File: src/rtl/alu_issue_scheduler.sv
// Round-robin issue scheduler: picks ready reservation-station entries into per-ALU issue slots.
// Define ISSUE_STATS_EN to build the issued/stall statistics counters; otherwise they read 0.
module alu_issue_scheduler #(
    parameter  int SIZE    = 8,
    parameter  int NUM_ALU = 2,
    localparam int IW      = $clog2(SIZE)
) (
    input  logic                  clk,
    input  logic                  rst,
    input  logic                  flush,
    input  logic [SIZE-1:0]       rs_ready,
    input  logic [SIZE-1:0]       done,
    input  logic [NUM_ALU-1:0]    alu_ready,
    output logic [NUM_ALU-1:0]    issue_valid,
    output logic [NUM_ALU*IW-1:0] issue_idx,
    output logic [SIZE-1:0]       inflight,
    output logic [31:0]           issued_count,
    output logic [31:0]           stall_count
);

    logic [NUM_ALU-1:0]    valid_q, valid_d;
    logic [NUM_ALU*IW-1:0] idx_q, idx_d;
    logic [SIZE-1:0]       inflight_q, inflight_d;
    logic [IW-1:0]         rr_ptr_q, rr_ptr_d;
    logic [SIZE-1:0]       cand, avail, picked;
    logic [NUM_ALU-1:0]    slot_free;
    logic [IW-1:0]         scan, sel;
    logic                  found;

    // An entry completing this cycle is never a candidate, even if still marked ready.
    assign cand = rs_ready & ~inflight_q & ~done;

    always_comb begin
        valid_d   = valid_q;
        idx_d     = idx_q;
        rr_ptr_d  = rr_ptr_q;
        avail     = cand;
        picked    = '0;
        slot_free = '0;
        scan      = '0;
        sel       = '0;
        found     = 1'b0;
        for (int k = 0; k < NUM_ALU; k++) begin
            slot_free[k] = !valid_q[k] || alu_ready[k];
            if (slot_free[k]) begin
                found = 1'b0;
                sel   = '0;
                for (int j = 0; j < SIZE; j++) begin
                    scan = rr_ptr_q + IW'(j);
                    if (!found && avail[scan]) begin
                        found = 1'b1;
                        sel   = scan;
                    end
                end
                valid_d[k] = found;
                if (found) begin
                    idx_d[k*IW +: IW] = sel;
                    avail[sel]        = 1'b0;
                    picked[sel]       = 1'b1;
                    rr_ptr_d          = sel + IW'(1);
                end
            end
        end
        inflight_d = (inflight_q & ~done) | picked;
        if (flush) begin
            valid_d    = '0;
            inflight_d = '0;
            rr_ptr_d   = '0;
        end
    end

    always_ff @(posedge clk or negedge rst) begin
        if (!rst) begin
            valid_q    <= '0;
            idx_q      <= '0;
            inflight_q <= '0;
            rr_ptr_q   <= '0;
        end else begin
            valid_q    <= valid_d;
            idx_q      <= idx_d;
            inflight_q <= inflight_d;
            rr_ptr_q   <= rr_ptr_d;
        end
    end

    assign issue_valid = valid_q;
    assign issue_idx   = idx_q;
    assign inflight    = inflight_q;

`ifdef ISSUE_STATS_EN
    logic [31:0] issued_q, issued_d, stall_q, stall_d, accepted;

    always_comb begin
        accepted = '0;
        for (int k = 0; k < NUM_ALU; k++) begin
            accepted = accepted + 32'(valid_q[k] & alu_ready[k]);
        end
        issued_d = issued_q + accepted;
        stall_d  = stall_q + 32'((|cand) && !(|slot_free));
        if (flush) begin
            issued_d = '0;
            stall_d  = '0;
        end
    end

    always_ff @(posedge clk or negedge rst) begin
        if (!rst) begin
            issued_q <= '0;
            stall_q  <= '0;
        end else begin
            issued_q <= issued_d;
            stall_q  <= stall_d;
        end
    end

    assign issued_count = issued_q;
    assign stall_count  = stall_q;
`else
    assign issued_count = '0;
    assign stall_count  = '0;
`endif

endmodule

File: config.mk
export PLATFORM = sky130hd
export DESIGN_NAME = alu_issue_scheduler
export DESIGN_NICKNAME = d
export VERILOG_FILES = /design/src/rtl/alu_issue_scheduler.sv
export SDC_FILE = /design/constraint.sdc
export NUM_CORES = 1
export LEC_CHECK = 0
export BUFFER_PORTS_ARGS = -buffer_cell sky130_fd_sc_hd__buf_2
export CORE_MARGIN = 3
export CORE_UTILIZATION = 56
export CTS_CLUSTER_SIZE = 25
export DETAILED_ROUTE_END_ITERATION = 12
export GPL_TIMING_DRIVEN = 0
export HOLD_SLACK_MARGIN = 0.05
export PLACE_DENSITY = 0.9
export SKIP_CTS_REPAIR_TIMING = 1
export SLEW_MARGIN = 10
export SYNTH_ARGS = -nofsm -noshare
export SYNTH_HDL_FRONTEND = slang
export SYNTH_SLANG_ARGS = --single-unit
File: constraint.sdc
create_clock -name clk -period 6.9 [get_ports clk]
set_input_delay 0.345 -clock clk [delete_from_list [all_inputs] [get_ports clk]]
set_output_delay 0.345 -clock clk [all_outputs]
set_load 0.1 [all_outputs]
==> summary.txt <==
Worst hold path
  – Min-Delay Path Class: in -> reg
  – Worst hold path startpoint: alu_ready[0]
  – Cells on Worst Hold Path: 3

Timing
  – Hold Vio Cnt, Final: 0
  – Fmax: 149 MHz
  – Fin crit period: 6730 ps
  – Final Skew: 4.76 ps
  – Worst relative slew slack: approximately a tenth
  – Slew Limit Fails: 0
  – Final Cycle Share: 97.5%
  – RSZ-0062 raised after global routing: false
  – Final setup fails: 0
  – Least-Margin Pin Slew: 1350 ps

Setup path
  – Critical path peak fanout: 10
  – R2r startpoint: rr_ptr_q[0]
  – Crit path DAT: a little under 7000 ps
  – Critical path's most frequent cell: clkbuf_4
  – Reg2Reg Depth: 26
  – Critical Path Source Type: flip-flop
  – Critical path class: reg -> reg
  – Max incr delay on CP: 700 ps
  – CP endpoint kind: flip-flop
  – CP startpoint: rr_ptr_q[0]
  – CP max stage cell: or4b_2
  – WP data required: 7080 ps

Synthesis
  – Share of the yosys chip area belonging to registers: 10.2%
  – Syn Area/Cell: 8.64 um^2
  – Post-synth EDFFs: 0
  – Synth warn: 0
  – Top-count cell post-synth: buf_4
  – Area leader, netlist: buf_4
  – Yosys cell types: 98
  – Syn Inst Count: 538
  – Flops & latches, synth: 19
  – Async set-reset flop share out of synthesis: 100%
  – Yosys top cell area share: 11.3%
  – Post-synth top cells: 70 x buf_4, 34 x nand2_1, 33 x nor2_1
  – Synth Flop Type: dfrtp_1
  – Area of the mapped netlist: 4650 um^2
  – Top post-synthesis cells by area: buf_4 11%, dfrtp_1 10%, mux4_2 10%

Finish
  – Nets@finish: 670
  – Sequential Area: 477 um^2
  – Final instance area: 5370 um^2
  – Layout cells sized above 1: 33.9%
  – Syn-to-layout area delta: 15.4%
  – Area of the multi-input gates: between 3000 and 4000 um^2
  – Antenna Cells: 0
  – # fillers: 647

GRT
  – GRT overflow: 0
  – Vias in the first global route: 4808
  – GRT Overall Usage: 34.7%
  – Largest net degree at the start of global routing: 20
  – First-pass GRT wire length: 26300 um
  – Initial antenna violation count: 0

Drt
  – Vias: about 5300
  – Post-route ant nets: 0
  – Via density: roughly 7.1
  – Final Routed Wirelength: 17500 um
  – Iter 0 DRT Violations: just under 700
  – Wire length per cell: 23.5 um
  – Initial DRT Pass Iterations: 7
  – DRC Markers: 0

Clock network
  – # H-tree levels: 1
  – CTS Buf Count: 3
  – CTS tree: done
  – Worst skew pair latency: 270 ps
  – Max clock buf depth: 2
  – Root Driver: clkbuf_8
  – Clk sinks: 19
  – Worst-path clk slew: 80 ps

Run
  – Max_cap viols: 0

Floorplan
  – Die H: around 100 um
  – Initial Utilization: ~59%
  – # rows: 32
  – Die W: ~100 um
  – DIE AREA: 9430 um^2
  – Core area: 7890 um^2
  – Io pins: between 100 and 150

Run status
  – Status: completed

Placed design
  – Hpwl dp: 13000 um
  – Placed cell area: 5190 um^2
  – Port Buf Inserts: 36
  – Routability congestion estimate from global placement: 1.08
logic make-up (layout without fill, tap and decap cells):
kind of cell             Yosys count  after routing  synth area share, %
adder cells (fa/ha/maj)            4              4                 1.08
buffers and inverters            109            152                 15.3
AND/OR/NAND/NOR                  166            166                 22.4
multiplexers                      48             48                 16.5
AO/OA/AOI/OAI                    182            182                 31.8
XOR/XNOR                           9              9                 2.58
flip-flops                        19             19                 10.2
other                              1             64               0.0806
layout make-up:
| class | count | area share, % |
|---|---|---|
| inverter | 10 | 0.792 |
| clock inverter | 1 | 0.0932 |
| multi-input combinational | 473 | 70.4 |
| tap | 102 | 2.38 |
| sequential | 19 | 8.88 |
| clock buffer | 3 | 0.769 |
| buffer | 99 | 12.8 |
| timing repair buffer | 39 | 3.82 |
placed cells by master, fill, tap and decap left out, types with 6 or more instances in the layout:
cell and n:
nor2_1 33, a22oi_1 7, buf_2 43, a21oi_1 19, nor4b_1 11, mux2_2 8, a211oi_1 13, o21a_1 6
a31oi_1 7, o22ai_1 9, clkbuf_1 11, o31ai_1 6, nand3_1 9, mux2i_1 18, o21ai_0 16, inv_1 6
o211ai_1 8, nand2b_1 12, buf_4 74, dfrtp_1 18, nor3_1 7, nand2_1 34, conb_1 64, nor3b_2 6
mux4_2 21
worst paths after layout:
path                                      to  slack [ps]
worst max-delay path             rr_ptr_q[2]         170
worst min-delay path            issue_idx[1]         390
worst max register to register   rr_ptr_q[2]         170
worst min register to register  issue_idx[0]         490
max in group asynchronous        rr_ptr_q[0]        6040
min in group asynchronous       issue_idx[5]         540
critical path: cells and delay by family (launching register included):
family / cells / cell delay [ps]
AO/OA/AOI/OAI: 10 / 1980
adder cells (fa/ha/maj): 2 / 500
buffers and inverters: 9 / 1730
flip-flops: 1 / 470
multiplexers: 1 / 530
AND/OR/NAND/NOR: 4 / 1400
metrics by stage:
stage	hold WS [ps]	cells	setup WS (ps)	util (%)	setup TNS, ps
2_1_floorplan	49.4	601	841	-	0
3_3_place_gp	298	739	-617	65.9	-5050
3_5_place_dp	308	739	-657	65.9	-5860
4_1_cts	30.0	743	-659	66.4	-5890
5_1_grt	391	746	16.0	68.1	0
6_report	391	746	170	68.1	0
sequential cells by signal, summed over array words and instances (netlist names):
signal,flops
inflight,8
issue_idx,6
rr_ptr_q,3
issue_valid,2
routing by layer:
layer / part of all wire [%] / GRT usage [%] / vias to the layer above
met2: 44 / 52.3 / 492
met5: 0.19 / 0 / -
met3: 14 / 7.61 / 107
met1: 37 / 47.4 / 2457
li1: - / - / 2222
met4: 5.4 / 16.2 / 2
Power is left out: the tool's default activity adds up to more than one toggle a clock period on the data nets, which glitch-free logic cannot reach.
